`src/rtl/uart_rx_core.sv`:
```
// uart_rx_core: 8N1 UART receiver with 16x majority sampling (clk, rstn, Baudrate_Set, uart_rx -> data, Rx_Done, frame_err, busy)
module uart_rx_core #(
  parameter int CLK_FREQ = 50_000_000,
  parameter int OSR = 16
) (
  input  logic       clk,
  input  logic       rstn,
  input  logic [2:0] Baudrate_Set,
  input  logic       uart_rx,
  output logic [7:0] data,
  output logic       Rx_Done,
  output logic       frame_err,
  output logic       busy
);
  localparam int D0 = CLK_FREQ / (9600 * OSR) - 1;
  localparam int D1 = CLK_FREQ / (19200 * OSR) - 1;
  localparam int D2 = CLK_FREQ / (38400 * OSR) - 1;
  localparam int D3 = CLK_FREQ / (57600 * OSR) - 1;
  localparam int D4 = CLK_FREQ / (115200 * OSR) - 1;
  typedef enum logic [1:0] {IDLE, START, DATA, STOP} state_t;
  state_t st;
  logic s1, s2, prev, tick, fall, maj, mid, last;
  logic [15:0] div, cnt, div_sel;
  logic [3:0] s;
  logic [2:0] bc;
  logic [1:0] smp;
  logic [7:0] sh;
  always_comb begin
    div_sel = Baudrate_Set == 3'd1 ? 16'(D1) :
              Baudrate_Set == 3'd2 ? 16'(D2) :
              Baudrate_Set == 3'd3 ? 16'(D3) :
              Baudrate_Set == 3'd4 ? 16'(D4) : 16'(D0);
    tick = cnt == div;
    fall = prev & ~s2;
    maj = (smp[0] & smp[1]) | (smp[0] & s2) | (smp[1] & s2);
    mid = tick && s == 4'd8;
    last = tick && s == 4'd15;
  end
  always_ff @(posedge clk or negedge rstn) begin
    if (!rstn) begin
      s1 <= 1'b1;
      s2 <= 1'b1;
      prev <= 1'b1;
      st <= IDLE;
      div <= '0;
      cnt <= '0;
      s <= '0;
      bc <= '0;
      smp <= '0;
      sh <= '0;
      data <= '0;
      Rx_Done <= 1'b0;
      frame_err <= 1'b0;
      busy <= 1'b0;
    end else begin
      s1 <= uart_rx;
      s2 <= s1;
      prev <= s2;
      Rx_Done <= 1'b0;
      frame_err <= 1'b0;
      if (st != IDLE) begin
        cnt <= tick ? '0 : cnt + 16'd1;
        if (tick) s <= s + 4'd1;
        if (tick && (s == 4'd6 || s == 4'd7)) smp <= {smp[0], s2};
      end
      case (st)
        IDLE: begin
          busy <= 1'b0;
          if (fall) begin
            st <= START;
            cnt <= '0;
            s <= '0;
            div <= div_sel;
            busy <= 1'b1;
          end
        end
        START: begin
          if (mid && maj) begin
            st <= IDLE;
            busy <= 1'b0;
          end else if (last) begin
            st <= DATA;
            bc <= '0;
          end
        end
        DATA: begin
          if (mid) sh <= {maj, sh[7:1]};
          if (last) begin
            bc <= bc + 3'd1;
            if (bc == 3'd7) st <= STOP;
          end
        end
        STOP: begin
          if (mid) begin
            st <= IDLE;
            busy <= 1'b0;
            if (maj) begin
              data <= sh;
              Rx_Done <= 1'b1;
            end else frame_err <= 1'b1;
          end
        end
      endcase
    end
  end
endmodule

```
`config.mk`:
```
export PLATFORM = sky130hd
export DESIGN_NAME = uart_rx_core
export DESIGN_NICKNAME = d
export VERILOG_FILES = /design/src/rtl/uart_rx_core.sv
export SDC_FILE = /design/constraint.sdc
export NUM_CORES = 1
export LEC_CHECK = 0
export CAP_MARGIN = 0
export CORE_ASPECT_RATIO = 1.5
export CORE_MARGIN = 5
export CORE_UTILIZATION = 58
export DETAILED_ROUTE_END_ITERATION = 10
export PLACE_DENSITY = 0.78
export SLEW_MARGIN = 0
export SYNTH_ARGS = -nofsm -noshare
export SYNTH_HDL_FRONTEND = slang
export SYNTH_SLANG_ARGS = --single-unit
```
`constraint.sdc`:
```
create_clock -name clk -period 2.65 [get_ports clk]
set_clock_uncertainty 0.05 [all_clocks]
set_input_delay 0.3975 -clock clk [delete_from_list [all_inputs] [get_ports clk]]
set_output_delay 0.3975 -clock clk [all_outputs]
set_load 0.02 [all_outputs]
```
======== Word level (Yosys, flattened, before mapping) ========
Cells that the tools add are included.
word-level totals
  register bits after elaboration ......... 65
  input bits .............................. 6
  logic and storage cells ................. 94
cells by class
  add/subtract/negate cells ............... 3
  equal/unequal tests ..................... 21
  muxes and demuxes ....................... 33
  bitwise gates (word level) .............. 7
  reduce and logical (&&, ||, !) cells .... 16
operators with widths
  operator                                                                number
  16-bit 2-to-1 mux                                                       4
  9-bit 2-to-1 mux                                                        4
  16-bit by 1-bit adder with 16-bit output (second input constant)        1
  16-bit equality test                                                    1
  4-bit 2-to-1 mux                                                        4
  2-bit != test (second input constant)                                   7
  2-bit 2-to-1 mux                                                        6
  1-bit 2-to-1 mux                                                        9
  3-bit 2-to-1 mux                                                        3
  4-bit by 3-bit equality test with 1-bit output (second input constant)  2
  4-bit equality test (second input constant)                             2
  2-bit case mux with 4 select lines                                      1
  3-bit by 2-bit equality test with 1-bit output (second input constant)  2
  3-bit equality test (second input constant)                             2
  3-bit case mux with 2 select lines                                      1
  2-bit AND reduction                                                     3
  3-bit AND reduction                                                     2
  5-bit AND reduction                                                     1
  4-bit by 1-bit adder with 4-bit output (second input constant)          1
  1-bit AND                                                               4
  2-bit equality test (second input constant)                             2
  1-bit logical AND                                                       4
  4-bit AND reduction                                                     1
  2-bit nonzero test                                                      2
  other kinds (10)                                                        11

======== Logic depth before layout (Yosys ltp) ========
Gate-level depths: netlist (run 1).
  word-level depth ........................ 6
  depth in mapped cells ................... 7

======== Worst setup path before layout (run 1) ========
OpenSTA, ideal clock, no wires.
  path kind ............................... reg-to-reg
  from .................................... register cnt[0]
  to ...................................... register data[0]
  library setup time ...................... 125 ps
  arrival time ............................ 1821 ps
  slack ................................... 654 ps
  cell stages (with the launch flop) ...... 6
  buffers on the path ..................... 0
  clock period less this slack ............ 1996 ps
  path through ............................ dfrtp_1 -> or3_1 -> a22oi_2 -> nand4_1 -> nor2_4 -> mux2_2
on the way
  longest elaborated chain between the ends .. 3
RTL lines
  what                           RTL line  source
  start, declared                23        logic [15:0] div, cnt, div_sel;
  start signal, assigned         62        cnt <= tick ? '0 : cnt + 16'd1;
  16-bit equality test           33        tick = cnt == div;
  1-bit logical AND              36        mid = tick && s == 4'd8;
  3-bit AND reduction (no line)  -
  end signal, assigned           98        data <= sh;
  end, declared                  10        output logic [7:0] data,
Every way passes these cells.
A chain may end at the register's enable or synchronous reset.

======== Worst setup path after layout (run 1) ========
  from .................................... register cnt[0]
  to ...................................... register data[5]
The elaborated chain is that of the path after synthesis.

==> impl_metrics.ini, run 1 <==
[worst_hold_path]
hold_class = primary input to asynchronous set/reset pin

[clocking]
cts_sinks = 56
cts_root_buffer = clkbuf_8
numCtsBuffers = 5
post_cts_buffers = 0
h-tree-depth = 2
worstSkewPairLatency_ns = 0.31
cts_hold_buf = 0
clk_pin_slew_ns = 0.10
ctsResizeCount = 0
cts_tree = built
cts_buffer_depth = 2

[detailed_routing]
ant_nets = 0
routed_via_density = 5.75
wl_per_cell_um = 14.9
drt-met1-wl_mm = 1.92
route.met2.wl_mm = 2.41
totalWireLength_mm = 4.60
dr.max_layer_used = met4
num_vias = 1770
drt_first_pass_iters = 4
drtIter0Drc = 79
drc_errors = 0
wl_met3_um = 141

[finish]
regArea_um2 = 1410
n_fill_cell = 345
layout-drive-gt1-share_pct = 15.4
layout.nets = 271
multiInputGateArea_um2 = 1170
antenna_cells = 0
areaGrowthSynthToFinish_pct = 12.9
design_area_um2 = 2960

[timing]
drv_slew = 0
max_slew_margin_pct = 63.2
fin_crit_sh_pct = 81.6
fin_setup_tns_ns = 0
fmax_mhz = 462
worstMarginPinSlew_ns = 0.552
setup_viol = 0
period_needed_ns = 2.16
rsz0062_at_grt = false
hold_viol_final = 0

[placement]
gp_congestion = 0.791
dp_hpwl_mm = 3.38
dpl-instance-area_um2 = 2850
numPortBuffers = 16

[setup_path]
critPathTopFamily = simple AND/OR/NAND/NOR gates
critPathCaptureType = register
path_class = register to register
regToRegSetupSlack_ns = 0.49
start_kind = register
cp_cell_sequence = or3_1 -> a22oi_2 -> nand4_1 -> nor2_4 -> mux2_2
worstPathArrival_ns = 2.32
crit_fanout = 8
r2r-end = data[5]
slowest_stage = dfrtp_1
rr_startpoint = cnt[0]
r2r_cells = 5
critical_path_required_ns = 2.81
slowest_delay_ns = 0.46
path_buf_inv = 0

[yosys]
synth_ff_type = dfrtp_1
yosys-top-cells-area = dfrtp_1 51%, mux2_2 6.9%, nor2_1 3.9%, xnor2_1 3.7%, xor2_1 3.3%
syn_area_um2 = 2620
synth_largest_area_cell = dfrtp_1
ys_seq_elements = 56
syn_area_per_cell_um2 = 11.0
yosysTopAreaCellShare_pct = 50.6
synth_seq_area_share_pct = 53.6
synth_edf_count = 0
ys_warn_count = 0
synthArstFlopShare_pct = 100
synthTopCellsByCount = 53 x dfrtp_1, 27 x nor2_1, 22 x nand2_1, 16 x mux2_2, 11 x xnor2_1
synthCells = 238
yosysMostFrequentCell = dfrtp_1
syn_nets = 250
synthDistinctLibCells = 42

[power_and_ir_drop]
ir_drop_mv = 0.466
p_leak_uw = 0.00135
p_per_area_nw_per_um2 = 653
power_uw = 1940

[flow_run]
cap_violations = 0

[outcome]
status = finished clean

[grt]
grt_usage_pct = 17.2
antenna_found_initial = 0
grt_max_degree = 33
grt_pass1_vias = 1750
grt_overflow = 0
grt_first_pass_wirelength_mm = 8.08

[floorplanning]
die_x_um = 64.9
die_area_um2 = 5990
die_y_um = 92.4
num_rows = 30
core_area_um2 = 4470
ioPinCount = 17
start_util_pct = 58.7
-- cell families after synthesis --
logic type	Yosys count	synth area share, %
flip-flops	56	53.6
AND/OR/NAND/NOR	96	18.6
adder cells (fa/ha/maj)	7	3.24
buffers and inverters	10	1.72
XOR/XNOR	21	7.01
multiplexers	19	8.40
AO/OA/AOI/OAI	29	7.44
-- routing by layer --
metal | vias up | track usage, %
li1 | 867 | -
met1 | 861 | 20.9
met2 | 30 | 29.4
met3 | 12 | 3.40
met4 | 0 | 7.58
met5 | - | 0
-- flip-flops by register name (all words and copies together), names as in the netlist, named ones only --
register,count
s2,1
data,8
div,7
smp,2
busy,1
cnt,16
frame_err,1
prev,1
st,1
Rx_Done,1
bc,3
s1,1
s,4
sh,8
-- how the worst max path moves through the flow --
stage	startpoint	endpoint	slack, ns	cells past startpoint
final	cnt[0]	data[5]	0.49	5
after global routing	cnt[0]	data[7]	0.35	5
after CTS	cnt[0]	data[7]	0.48	5
after detailed placement	cnt[0]	data[5]	0.50	5
after global placement	cnt[0]	data[2]	0.56	5
after floorplan	cnt[0]	data[0]	0.65	5
-- power breakdown --
group | switching [uW] | internal, uW
Clock | 275 | 280
Sequential | 110 | 949
Combinational | 173 | 149
-- stage by stage --
stage | utilization, % | worst slack, ns | hold WS (ns) | cells
floorplan | - | 0.654 | 0.0519 | 238
global placement | 63.8 | 0.559 | 0.295 | 300
detailed placement | 63.8 | 0.496 | 0.297 | 300
CTS | 66.3 | 0.475 | 0.0230 | 308
global route | 66.3 | 0.347 | 0.0490 | 308
finish | 66.3 | 0.486 | 0.00699 | 308
-- worst register-to-register path: stages (launching register included) --
cell,delay (ns)
dfrtp_1,0.46
or3_1,0.38
a22oi_2,0.27
nand4_1,0.23
nor2_4,0.30
mux2_2,0.37
-- cell usage in the layout, fill, tap and decap left out, drive strengths merged, types with 2 or more instances in the layout --
cell / count
a21boi: 2
a21oi: 6
a22o: 3
a31oi: 2
and3: 7
buf: 5
clkbuf: 5
clkdlybuf4s50: 15
dfrtp: 53
dfstp: 3
ha: 6
inv: 4
mux2: 18
nand2: 22
nand2b: 5
nand3: 9
nand4: 8
nor2: 29
nor3: 7
nor4: 2
o21ai: 8
o31ai: 2
or3: 3
xnor2: 11
xor2: 10
-- final cells by class --
cell class                      instances  area share [%]
Tap cell                               48            2.03
Timing Repair Buffer                   20            6.68
Sequential cell                        56            47.4
Clock inverter                          3            1.44
Clock buffer                            5            2.32
Multi-Input combinational cell        172            39.6
Inverter                                4           0.507
Power figures use the tool's default switching activity.
==> inputs of run 2 (changes only) <==
==> constraint.sdc (replaced) <==
create_clock -name clk -period 2.1 [get_ports clk]
set_clock_uncertainty 0.05 [all_clocks]
set_input_delay 0.315 -clock clk [delete_from_list [all_inputs] [get_ports clk]]
set_output_delay 0.315 -clock clk [all_outputs]
set_load 0.02 [all_outputs]
==> run 2 against run 1 <==
Effect of this change: first-iteration DRC count decreased by 5.1%; highest routed layer unchanged; largest cell class unchanged; global-route usage is 0.79 points higher; clock power increased by 4.7%.
==> impl_metrics.ini, run 2 (synthesis results as in run 1) <==
[outcome]
status = finished clean

[floorplanning]
die_y_um = 92.4
die_x_um = 64.9
die_area_um2 = 5990
start_util_pct = 58.7
num_rows = 30
core_area_um2 = 4470
ioPinCount = 17

[grt]
grt_overflow = 0
busiest_layer = met2
grt_usage_pct = 18.0
antenna_found_initial = 0
grt_use_met1_pct = 20.4
grt_max_degree = 31
grt_use_met2_pct = 32.2
grt_pass1_vias = 1909
grt_util_met3_pct = 3.16
grt_first_pass_wirelength_mm = 8.41

[clocking]
clk_pin_slew_ns = 0.09
worstSkewPairLatency_ns = 0.30
cts_sinks = 56
numCtsBuffers = 5
cts_buffer_depth = 2
cts_tree = built
h-tree-depth = 2
cts_root_buffer = clkbuf_8

[placement]
numPortBuffers = 16
dp_cells = 307
dp_hpwl_mm = 3.50
gp_congestion = 0.784

[power_and_ir_drop]
p_leak_uw = 0.00140
power_uw = 2430
p_per_area_nw_per_um2 = 789
ir_drop_mv = 0.635

[finish]
final_common_cell = dfrtp_1
antenna_cells = 0
largest_reg_flops = 16
top_register = cnt
final_cell_mix = 53 x dfrtp_1, 27 x nor2_1, 22 x nand2_1, 15 x clkdlybuf4s50_1, 12 x buf_4
utilization_pct = 69.0
layout-drive-gt1-share_pct = 19.2
areaGrowthSynthToFinish_pct = 17.6
layout.nets = 282
reg.largest.list = cnt x16, data x8, sh x8
fin_cells = 319

[setup_path]
critPathCaptureType = register
critical_path_required_ns = 2.24
start_kind = register
crit_fanout = 7
slowest_delay_ns = 0.41
path_class = register to register
slowest_stage = dfrtp_1
cp_cell_sequence = or3_4 -> a22oi_2 -> nand4_1 -> nor2_4 -> buf_12 -> mux2_4
critPathTopFamily = simple AND/OR/NAND/NOR gates
worstPathArrival_ns = 2.17
path_buf_inv = 1

[worst_hold_path]
hold_class = register to register

[timing]
rsz0062_at_grt = true
fmax_mhz = 492
worstMarginPinSlew_ns = 0.515
drv_slew = 0
period_needed_ns = 2.03
hold_viol_final = 0
max_slew_margin_pct = 65.6
fin_crit_sh_pct = 96.8
setup_viol = 0

[detailed_routing]
drtIter0Drc = 75
wl_per_cell_um = 15.2
routed_via_density = 5.70
num_vias = 1817
ant_nets = 0
totalWireLength_mm = 4.86
drc_errors = 0
drt_first_pass_iters = 4

[flow_run]
cap_violations = 0
==> run 2: path summary, 6_finish.rpt <==
check | slack [ns] | from | cells past startpoint | endpoint
max in group asynchronous | 1.20 | rstn | 3 | cnt[0]
hold reg to reg | 0.31 | s1 | 0 | s2
setup reg to reg | 0.07 | div[3] | 6 | data[2]
setup / recovery | 0.07 | div[3] | 6 | data[2]
min in group asynchronous | 0.50 | rstn | 3 | sh[2]
hold / removal | 0.31 | s1 | 0 | s2
==> run 2: area by class of cell <==
class	instances	area [um2]
well taps	48	60.1
fillers	347	1380
clock buffers	8	90.1
flip-flops and latches	56	1410
repair buffers	31	295
multi-input cells	172	1220
inverters	4	15.0
==> run 2: worst reg2reg max path, stage by stage, from the launching register on <==
cell	delay, ns
dfrtp_1	0.41
or3_4	0.38
a22oi_2	0.24
nand4_1	0.21
nor2_4	0.18
buf_12	0.15
mux2_4	0.30
==> run 2: routing by layer <==
metal,up-vias,part of all wire (%),wire length [um]
met3,12,2.6,126
met2,23,54,2610
met1,891,41,2010
li1,891,-,-
met5,-,0,0
met4,0,2.4,115
==> run 2: power breakdown <==
part / internal (uW) / switching (uW)
Combinational: 272 / 285
Clock: 269 / 312
Sequential: 1200 / 95.8
==> run 2: what timing repair did <==
action                                  CTS  global route
resized for setup                         0            12
endpoints found under the setup margin    0            10
hold buffers                              1             0
hold endpoints to repair                 53             0
setup buffers                             0             3
==> run 2: per-stage QoR <==
step | worst slack, ns | hold WS (ns) | area [um2] | setup TNS, ns
final | 0.0664 | 0.312 | 3080 | 0
after global placement | 0.0964 | 0.285 | 2900 | 0
after floorplan | 0.104 | -0.0306 | 2620 | 0
after CTS | 0.0291 | 0.313 | 3000 | 0
after detailed placement | 0.0421 | 0.281 | 2900 | 0
after global routing | -0.0231 | 0.322 | 3080 | -0.124
